[src/rtl/cpu_core_if.sv]
// Instruction-fetch bus between cpu_core and a byte-addressed instruction ROM.
// The core presents the registered fetch address on PC.
// The ROM returns the little-endian word at that address on INSTRUCTION,
// combinationally, within the same cycle.
interface cpu_core_if;

   logic [31:0] PC;
   logic [31:0] INSTRUCTION;

   // Core side: drives the fetch address and consumes the instruction word.
   modport master (
      output PC,
      input  INSTRUCTION
   );

   // Memory side: observes the fetch address and returns the word.
   modport slave (
      input  PC,
      output INSTRUCTION
   );

endinterface

[src/rtl/cpu_core.sv]
// cpu_core: single-cycle 8-bit processor with an 8 x 8-bit register file
// and a 32-bit byte-addressed program counter.
//
// Each rising edge of CLK retires exactly one instruction. Decode, register
// read, ALU and next-PC selection are all combinational; the PC and the
// register write update together at the edge.
//
// Optional feature macro: CPU_BRANCH_EN
//   defined   -> opcodes 0x06 (j) and 0x07 (beq) perform PC-relative jumps
//   undefined -> those opcodes behave as NOPs and no branch hardware exists
module cpu_core (
   input  logic       CLK,
   input  logic       RESET,
   cpu_core_if.master imem
);

   // Opcode encodings. Any value not listed here executes as a NOP.
   typedef enum logic [7:0] {
      OP_LOADI = 8'h00,
      OP_MOV   = 8'h01,
      OP_AND   = 8'h02,
      OP_OR    = 8'h03,
      OP_ADD   = 8'h04,
      OP_SUB   = 8'h05,
      OP_J     = 8'h06,
      OP_BEQ   = 8'h07
   } opcode_e;

   // Architectural state
   logic [31:0] pc_q;
   logic [7:0]  regs [8];

   // Instruction fields
   logic [31:0] instr;
   opcode_e     op;
   logic [7:0]  rd_field;
   logic [7:0]  rs1_field;
   logic [7:0]  imm;
   logic [2:0]  rd_idx;
   logic [2:0]  rs1_idx;
   logic [2:0]  rs2_idx;

   // Register read data
   logic [7:0]  rs1_val;
   logic [7:0]  rs2_val;

   // Execute results
   logic        wr_en;
   logic [7:0]  wr_data;
   logic [31:0] pc_plus4;
   logic [31:0] next_pc;

`ifdef CPU_BRANCH_EN
   logic [31:0] branch_target;
   logic [7:0]  cmp_diff;
`endif

   // Only the low three bits of the register fields select a register.
   // The upper bits carry no meaning except as the branch offset, so they
   // are folded into a deliberately unused signal.
   logic        unused_bits;

   assign instr     = imem.INSTRUCTION;
   assign op        = opcode_e'(instr[31:24]);
   assign rd_field  = instr[23:16];
   assign rs1_field = instr[15:8];
   assign imm       = instr[7:0];

   assign rd_idx    = rd_field[2:0];
   assign rs1_idx   = rs1_field[2:0];
   assign rs2_idx   = imm[2:0];

   assign unused_bits = ^{rd_field[7:3], rs1_field[7:3]};

   // Two combinational read ports. A register written at the previous edge
   // is already visible here.
   assign rs1_val = regs[rs1_idx];
   assign rs2_val = regs[rs2_idx];

   // Sequential fall-through address; wraps naturally at 2^32.
   assign pc_plus4 = pc_q + 32'd4;

`ifdef CPU_BRANCH_EN
   // The offset is a signed word count relative to the following
   // instruction, so it is sign-extended and scaled by four.
   assign branch_target = pc_plus4 + {{22{rd_field[7]}}, rd_field, 2'b00};
   assign cmp_diff      = rs1_val - rs2_val;
`endif

   // Decode and execute: choose the register write and the next PC.
   always_comb begin
      next_pc = pc_plus4;
      wr_en   = 1'b0;
      wr_data = 8'h00;
      case (op)
         OP_LOADI: begin
            wr_en   = 1'b1;
            wr_data = imm;
         end
         OP_MOV: begin
            wr_en   = 1'b1;
            wr_data = rs2_val;
         end
         OP_AND: begin
            wr_en   = 1'b1;
            wr_data = rs1_val & rs2_val;
         end
         OP_OR: begin
            wr_en   = 1'b1;
            wr_data = rs1_val | rs2_val;
         end
         OP_ADD: begin
            wr_en   = 1'b1;
            wr_data = rs1_val + rs2_val;
         end
         OP_SUB: begin
            wr_en   = 1'b1;
            wr_data = rs1_val + (~rs2_val + 8'd1);
         end
`ifdef CPU_BRANCH_EN
         OP_J: begin
            next_pc = branch_target;
         end
         OP_BEQ: begin
            if (cmp_diff == 8'h00) begin
               next_pc = branch_target;
            end
         end
`endif
         default: begin
         end
      endcase
   end

   // Program counter. An asynchronous reset returns the fetch to address 0
   // and discards whatever instruction was in flight.
   always_ff @(posedge CLK or negedge RESET) begin
      if (!RESET) begin
         pc_q <= 32'd0;
      end else begin
         pc_q <= next_pc;
      end
   end

   // Register file write port. Reset clears every register, and a reset that
   // arrives mid-cycle suppresses the pending write.
   always_ff @(posedge CLK or negedge RESET) begin
      if (!RESET) begin
         for (int i = 0; i < 8; i++) begin
            regs[i] <= 8'h00;
         end
      end else if (wr_en) begin
         regs[rd_idx] <= wr_data;
      end
   end

   assign imem.PC = pc_q;

endmodule

[src/flat_wrapper.sv]
// flat-port wrapper written by rule: the top's interface ports become plain ports
module cpu_core_flat 
  (CLK, RESET, imem_PC, imem_INSTRUCTION);
  cpu_core_if imem_i ();
  input  logic CLK;
  input  logic RESET;
  output wire logic [$bits(imem_i.PC)-1:0] imem_PC;
  input wire logic [$bits(imem_i.INSTRUCTION)-1:0] imem_INSTRUCTION;
  assign imem_PC = imem_i.PC;
  assign imem_i.INSTRUCTION = imem_INSTRUCTION;
  cpu_core u_core (.CLK(CLK), .RESET(RESET), .imem(imem_i));
endmodule
[config.mk]
export PLATFORM = sky130hd
export DESIGN_NAME = cpu_core_flat
export DESIGN_NICKNAME = d
export VERILOG_FILES = /design/src/rtl/cpu_core_if.sv /design/src/rtl/cpu_core.sv /design/src/flat_wrapper.sv
export SDC_FILE = /design/constraint.sdc
export NUM_CORES = 1
export LEC_CHECK = 0
export ABC_AREA = 1
export CORE_MARGIN = 4
export CORE_UTILIZATION = 39
export CTS_CLUSTER_DIAMETER = 30
export DETAILED_ROUTE_END_ITERATION = 10
export GPL_TIMING_DRIVEN = 0
export PLACE_DENSITY = 0.76
export RECOVER_POWER = 50
export SLEW_MARGIN = 20
export SYNTH_ARGS = -nofsm -noshare
export SYNTH_HDL_FRONTEND = slang
export SYNTH_SLANG_ARGS = --single-unit
[constraint.sdc]
create_clock -name CLK -period 1.2 [get_ports CLK]
set_clock_uncertainty 0.1 [all_clocks]
set_input_delay 0.12 -clock CLK [delete_from_list [all_inputs] [get_ports CLK]]
set_output_delay 0.12 -clock CLK [all_outputs]
set_load 0.005 [all_outputs]
After elaboration in Yosys (flattened, before gate mapping)
Index checks and enable logic that the tools add are counted.
- register bits after elaboration: 32
- output and inout port bits: 32
- add/sub/neg operators: 1
- operators by type and width (cell ; number):
    $add A32 B3 Y32 const B ; 1

Longest topological paths before layout
Gate-level depths: netlist (run 1).
- depth after elaboration: 1
- mapped depth: 8
- depth with buffers taken out: 8

Worst setup path after synthesis (run 1)
No wires, ideal clock.
- path type: flip-flop to flip-flop
- from: register u_core.pc_q[3] (netlist: u_core.imem.PC[3])
- to: register u_core.pc_q[22] (netlist: u_core.imem.PC[22])
- path buffers: 0
- data required time: 0.983 ns
- stages on the path, launching flop included: 9
- path slack: -0.181 ns
- arrival: 1.164 ns
- cells stage by stage: dfrtp_1 > ha_1 > nand2_1 > nor2_2 > nand2_2 > nor2_2 > nand2_1 > nand2_1 > nand2_1
- word-level cells in the longest chain between the ends: 1
- RTL lines (item ; RTL line ; RTL):
    from (decl) ; cpu_core.sv:30 ; logic [31:0] pc_q;
    from (signal assigned) ; cpu_core.sv:141 ; pc_q <= next_pc;
    $add A32 B3 Y32 ; cpu_core.sv:81 ; assign pc_plus4 = pc_q + 32'd4;
    named net u_core.next_pc[22] ; cpu_core.sv:51 ; logic [31:0] next_pc;
The timed path passes the listed nets, and every way through them passes these cells.

Final worst setup path (run 1)
- from: register u_core.pc_q[2] (netlist: u_core.imem.PC[2])
- to: register u_core.pc_q[30] (netlist: u_core.imem.PC[30])
The elaborated chain is that of the path after synthesis.

==> results of run 1 <==
## worst register-to-register path: stages, from the launching register on
cell     delay (ns)
dfrtp_1        0.41
ha_4           0.18
nand2_4        0.05
nor2_4         0.13
nand2_4        0.12
nor2_4         0.16
nand2_1        0.07
nand2_1        0.05
nand2_1        0.04
## timing repair
item,CTS,global route
setup buffers,35,9
setup endpoints to repair,54,40
endpoints found under the hold margin,30,0
gates resized for setup,59,48
pin swaps,12,17
hold buffers,1,0
## per-layer routing
layer,wire (microns),vias up,share of wire [%],GRT usage [%]
met5,0,-,0,0
met4,79,0,1.8,6.036
met3,255,10,6.0,5.198
met2,2070,40,48,26.08
met1,1869,761,44,21.91
li1,-,787,-,-
## cell families (layout without fill, tap and decap cells)
kind of cell / Yosys count / after routing / synth area share, %
flip-flops: 30 / 30 / 44.84
other: 1 / 2 / 0.2240
XOR/XNOR: 15 / 15 / 8.296
adder cells (fa/ha/maj): 1 / 1 / 0.7473
AND/OR/NAND/NOR: 141 / 141 / 41.18
buffers and inverters: 19 / 102 / 4.708
## power groups by stage
stage,logic [uW],clock network (uW),registers (uW)
floorplan,6.08,0,1030
global placement,29.3,0,1030
detailed placement,27.8,0,1030
CTS,30.5,864,1010
global route,35.3,924,1010
finish,28.8,852,1010
## cell type report
cell class / count / area, sq um / share of cell area [%]
Sequential cell: 30 / 759.5 / 28.90
Clock buffer: 7 / 86.33 / 3.286
Tap cell: 50 / 62.56 / 2.381
Inverter: 17 / 63.81 / 2.429
Multi-Input combinational cell: 159 / 1008 / 38.38
Clock inverter: 1 / 5.005 / 0.1905
Timing Repair Buffer: 75 / 626.9 / 23.86
Buffer: 2 / 15.01 / 0.5714
## path summary, 6_finish.rpt
kind                                          from                 end  cells after the start
worst max-delay path             u_core.imem.PC[2]  u_core.imem.PC[30]                      8
worst min-delay path                         RESET   u_core.imem.PC[9]                      2
worst max register to register   u_core.imem.PC[2]  u_core.imem.PC[30]                      8
worst min register to register  u_core.imem.PC[31]  u_core.imem.PC[31]                      2
max in group asynchronous                    RESET  u_core.imem.PC[17]                      2
min in group CLK                u_core.imem.PC[31]  u_core.imem.PC[31]                      2
## metrics by stage
step	utilization, %	TNS, ns	instances
2_1_floorplan	-	-1.765	208
3_3_place_gp	50.37	-22.08	289
3_5_place_dp	50.24	-4.001	289
4_1_cts	59.61	-3.394	333
5_1_grt	64.30	-6.835	341
6_report	64.30	-4.247	341
## cells in the mapped netlist, drive strengths merged
cell type  number  share of area, %
xor2           11               6.2
and2            2              0.75
nor2           40                14
inv            17               3.8
ha              1              0.75
xnor2           4               2.1
nand3           7               2.1
nand3b          7               3.1
conb            1              0.22
nand2          85                21
dfrtp          30                45
buf             2              0.90
==> results.json, run 1 <==
{
  "grt_max_degree": 31,
  "ys_seq_elements": 30,
  "fillers": 320,
  "worst_ep_required_time_ns": 1.28,
  "grt_pass1_wl_microns": 6872,
  "clkPwrFrac_pct": 45.0,
  "violations": "negative setup slack",
  "arrival_ns": 1.51,
  "drive_gt1_share_pct": 39.52,
  "ys_seq_area_share_pct": 44.84,
  "grt_pass1_vias": 1520,
  "drc": 0,
  "die_area_sq_mm": 0.005404,
  "portBuffers": 31,
  "comb_power_share_pct": 1.5,
  "worst_pin_slew_ns": 0.6688,
  "endpoint_kind": "register",
  "ir_drop_uv": 523.7,
  "pre_cts_slack_ns": -0.2935,
  "critical_path.cell_chain": "ha_4 > nand2_4 > nor2_4 > nand2_4 > nor2_4 > nand2_1 > nand2_1 > nand2_1",
  "rsz0062_at_grt": "yes",
  "min_period_ns": 1.430,
  "antenna_found_initial": 0,
  "cts_max_path_buffers": 2,
  "critPathTopFamily": "simple AND/OR/NAND/NOR gates",
  "power.switching_uw": 411.4,
  "clock_sinks": 30,
  "swShare_pct": 21.75,
  "rows": 23,
  "reg2reg_slack_ns": -0.23,
  "yosys_warnings": 0,
  "finalCritPeriodShare_pct": 119.2,
  "io_pins": 66,
  "cts_tree": "yes",
  "clock.fmax_mhz": 699.4,
  "final_common_cell": "nand2_1",
  "path_class": "register to register",
  "dieHeight_microns": 73.52,
  "synthCells": 207,
  "vias": 1598,
  "cpMostUsedCell": "nand2_1",
  "placed_area_sq_mm": 0.002053,
  "synth.distinct_cells": 19,
  "antenna_left": 0,
  "worst-path-max-fanout": 5,
  "syn2layout_area_growth_pct": 56.95,
  "relSlewSlack_pct": 55.41,
  "slowest_delay_ns": 0.41,
  "final_cell_mix": "nand2_1 (70), buf_4 (43), dfrtp_1 (23), nor2_2 (18), inv_1 (17)",
  "worst_slack_ns": -0.2298,
  "synth.avg_cell_area_sq_um": 8.087,
  "firstDrtPassIters": 4,
  "chipWidth_microns": 73.52,
  "cts_buffers": 5,
  "p_int_uw": 1480,
  "cp_num_buf_inv": 0,
  "power_density_mw_per_mm2": 720.0,
  "wl_microns": 4275,
  "clk_pin_slew_ns": 0.07,
  "setup_violations": 27,
  "cts_root_buf": "clkbuf_8",
  "total_power_uw": 1892,
  "slew_violations": 0,
  "drtIter0Drc": 90,
  "viasPerCell": 4.686,
  "start_util_pct": 40.97,
  "gp_congestion": 0.8950,
  "clkLatencyLatePin_ns": 0.29,
  "nets": 325,
  "dp_hpwl_microns": 2685,
  "syn_area_sq_mm": 0.001674,
  "largest_reg_flops": 30,
  "avgRoutedWirePerCell_microns": 12.54,
  "grt_usage_pct": 16.77,
  "cp-start-kind": "register",
  "hold_viol_final": 0,
  "hold_slack_ns": 0.3002,
  "stdcell_area_sq_mm": 0.002628,
  "drv_cap": 0,
  "crit_path_top_delay_cell": "dfrtp_1",
  "p_leak_uw": 0.001383,
  "num_antenna_cells": 0,
  "status": "finished with violations",
  "htreeDepth": 2,
  "globalRouteOverflowTotal": 0,
  "core_area_sq_mm": 0.004086,
  "power.share.sequential_pct": 53.4,
  "hold_path.class": "input pin to asynchronous set/reset pin"
}
(Power assumes the default switching activity.)
==> inputs of run 2 (changes only) <==
--- a/config.mk
+++ b/config.mk
@@ -5,13 +5,12 @@
 export SDC_FILE = /design/constraint.sdc
 export NUM_CORES = 1
 export LEC_CHECK = 0
-export ABC_AREA = 1
 export CORE_MARGIN = 4
-export CORE_UTILIZATION = 39
+export CORE_UTILIZATION = 36
 export CTS_CLUSTER_DIAMETER = 30
 export DETAILED_ROUTE_END_ITERATION = 10
 export GPL_TIMING_DRIVEN = 0
-export PLACE_DENSITY = 0.76
+export PLACE_DENSITY = 0.75
 export RECOVER_POWER = 50
 export SLEW_MARGIN = 20
 export SYNTH_ARGS = -nofsm -noshare
==> results.json, run 2 <==
{
  "critPathTopFamily": "flip-flops",
  "multiInputGateArea_sq_um": 745.7,
  "syn2layout_area_growth_pct": 78.99,
  "worst_slack_ns": -0.4284,
  "startpoint": "u_core.imem.PC[2]",
  "cts_buffers": 5,
  "avgRoutedWirePerCell_microns": 14.81,
  "fin_cells": 257,
  "synth.area.top_cells": "dfrtp_1 (55%), xnor2_1 (12%), xor2_1 (5.8%)",
  "yosys.cell_count.top_type": "dfrtp_1",
  "reg2reg_from": "u_core.imem.PC[2]",
  "synth_top_area_share_pct": 55.05,
  "yosys.area_share.adder_pct": 0.9174,
  "synth_xor_area_share_pct": 17.98,
  "cp-start-kind": "register",
  "setup_violations": 29,
  "core_area_sq_mm": 0.003661,
  "cts_max_path_buffers": 2,
  "reg2reg_to": "u_core.imem.PC[26]",
  "slew_violations": 0,
  "cts_tree": "yes",
  "yosys.area.top_type": "dfrtp_1",
  "total_power_uw": 1854,
  "gp_congestion": 0.7330,
  "crit_path_top_delay_cell": "dfrtp_1",
  "synth.distinct_cells": 20,
  "htreeDepth": 2,
  "die_area_sq_mm": 0.004837,
  "cp_num_buf_inv": 2,
  "ys_seq_area_share_pct": 55.05,
  "synth_common_cells": "dfrtp_1 (30), xnor2_1 (19), nand2_1 (10), nand3_1 (10), xor2_1 (9)",
  "ir_drop_uv": 660.9,
  "arrival_ns": 1.69,
  "worst_ep_required_time_ns": 1.26,
  "endpoint": "u_core.imem.PC[26]",
  "reg2reg_slack_ns": -0.43,
  "antenna_found_initial": 0,
  "syn_area_sq_mm": 0.001364,
  "chipWidth_microns": 69.55,
  "synthSimpleGateAreaFrac_pct": 23.85,
  "ys_seq_elements": 30,
  "synthCells": 113,
  "worst_pin_slew_ns": 0.6600,
  "power_density_mw_per_mm2": 759.5,
  "largest_reg_flops": 30,
  "dpl.cell_count": 193,
  "min_period_ns": 1.628,
  "start_util_pct": 37.25,
  "p_leak_uw": 0.001292,
  "rsz0062_at_grt": "yes",
  "drive_gt1_share_pct": 55.02,
  "violations": "negative setup slack",
  "grt_max_degree": 31,
  "path_class": "register to register",
  "antenna_left": 0,
  "finalCritPeriodShare_pct": 135.7,
  "cts_root_buf": "clkbuf_8",
  "final_common_cell": "buf_4",
  "hold_viol_final": 0,
  "fillers": 280,
  "status": "finished with violations",
  "synth.avg_cell_area_sq_um": 12.07,
  "seq_area_sq_um": 760.7,
  "slowest_delay_ns": 0.42,
  "final_cell_mix": "buf_4 (38), buf_6 (22), dfrtp_1 (22), xnor2_1 (17), clkdlybuf4s15_1 (11)",
  "synth_edf_count": 0,
  "synth_top_family_by_area": "simple AND/OR/NAND/NOR gates",
  "grt_pass1_vias": 1308,
  "num_antenna_cells": 0,
  "worst-path-max-fanout": 8,
  "synth_compound_area_share_pct": 0,
  "drc": 0,
  "portBuffers": 31,
  "endpoint_kind": "register",
  "drv_cap": 0,
  "dp_hpwl_microns": 1947,
  "hold_slack_ns": 0.3079,
  "io_pins": 66,
  "firstDrtPassIters": 4,
  "critical_path_depth": 7,
  "synth-main-ff-cell": "dfrtp_1",
  "nets": 243,
  "async_reset_ff_share_pct": 100.0,
  "wl_microns": 3807,
  "grt_usage_pct": 16.36,
  "relSlewSlack_pct": 56.00,
  "hold_path.class": "input pin to asynchronous set/reset pin",
  "clk_pin_slew_ns": 0.06,
  "synth.mux.area_fraction_pct": 0,
  "dieHeight_microns": 69.55,
  "clock.fmax_mhz": 614.1,
  "rows": 22,
  "clock_sinks": 30,
  "critical_path.cell_chain": "ha_4 > nand3_4 > buf_6 > nor4_4 > buf_6 > nand3_4 > xnor2_2",
  "vias": 1211,
  "yosys_warnings": 0,
  "globalRouteOverflowTotal": 0,
  "drtIter0Drc": 24,
  "grt_pass1_wl_microns": 6078,
  "clkLatencyLatePin_ns": 0.28,
  "viasPerCell": 4.712,
  "rr_worst_depth": 7
}
==> run 2: cell count changes after synthesis, moves of 4 or more <==
| cell | before | now |
|---|---|---|
| nand2_1 | 79 | 10 |
| nor2_1 | 28 | 6 |
| xnor2_1 | 4 | 19 |
| inv_1 | 17 | 3 |
| nand3b_1 | 7 | 0 |
| nand4_1 | 0 | 6 |
| nor2_2 | 6 | 0 |
| and3_1 | 0 | 4 |
| nand2_2 | 4 | 0 |
==> run 2: cell families (layout without fill, tap and decap cells) <==
kind of cell / Yosys count / in the layout
buffers and inverters: 5 / 100
other: 1 / 2
DFF: 30 / 30
adders and majority gates: 1 / 1
xor gates and xnor gates: 28 / 28
and+or+nand+nor: 48 / 48
==> run 2: area by class of cell <==
type | instances | share of cell area, %
Inverter | 3 | 0.4613
Clock inverter | 1 | 0.2050
Buffer | 2 | 0.6151
Sequential cell | 30 | 31.16
Tap cell | 48 | 2.460
Timing Repair Buffer | 87 | 31.01
Clock buffer | 7 | 3.537
Multi-Input combinational cell | 79 | 30.55
==> run 2: timing repair <==
action | 4_1_cts | 5_1_grt
cloned | 0 | 0
setup endpoints to repair | 54 | 45
hold buffers | 1 | 0
gates resized for setup | 94 | 41
pin swaps | 21 | 21
buffers inserted | 45 | 13
hold endpoints to repair | 30 | 0
==> run 2: metrics by stage <==
step | setup TNS [ns] | setup WS, ns | area [sq um] | utilization, %
6_report | -8.146 | -0.4284 | 2441 | 66.68
5_1_grt | -9.845 | -0.4763 | 2441 | 66.68
4_1_cts | -8.319 | -0.4154 | 2247 | 61.38
3_5_place_dp | -9.539 | -0.5955 | 1753 | 47.88
3_3_place_gp | -25.20 | -0.6428 | 1758 | 48.02
2_1_floorplan | -5.459 | -0.3576 | 1388 | -
==> run 2: how the worst min path moves through the flow <==
| stage | start | end | slack, ns | depth (start not counted) |
|---|---|---|---|---|
| floorplan | RESET | u_core.imem.PC[10] | -0.28 | 0 |
| global placement | u_core.imem.PC[31] | u_core.imem.PC[31] | 0.37 | 1 |
| detailed placement | RESET | u_core.imem.PC[7] | 0.09 | 1 |
| CTS | RESET | u_core.imem.PC[30] | 0.32 | 2 |
| global route | RESET | u_core.imem.PC[7] | 0.41 | 2 |
| finish | RESET | u_core.imem.PC[7] | 0.31 | 2 |
==> run 2: metal layers <==
metal | up-vias | track usage [%] | routed length (microns)
met3 | 7 | 5.652 | 216
li1 | 570 | - | -
met4 | 0 | 6.941 | 59
met1 | 593 | 17.13 | 1410
met5 | - | 0 | 0
met2 | 41 | 29.45 | 2120
==> run 2: report_power, final <==
group / leakage [uW] / switching (uW) / internal, uW / total [uW]
Combinational: 0.000851 / 21.2 / 7.33 / 28.5
Sequential: 0.000393 / 0 / 1010 / 1010
Clock: 0.0000482 / 352 / 461 / 814
Total: 0.00129 / 374 / 1480 / 1850
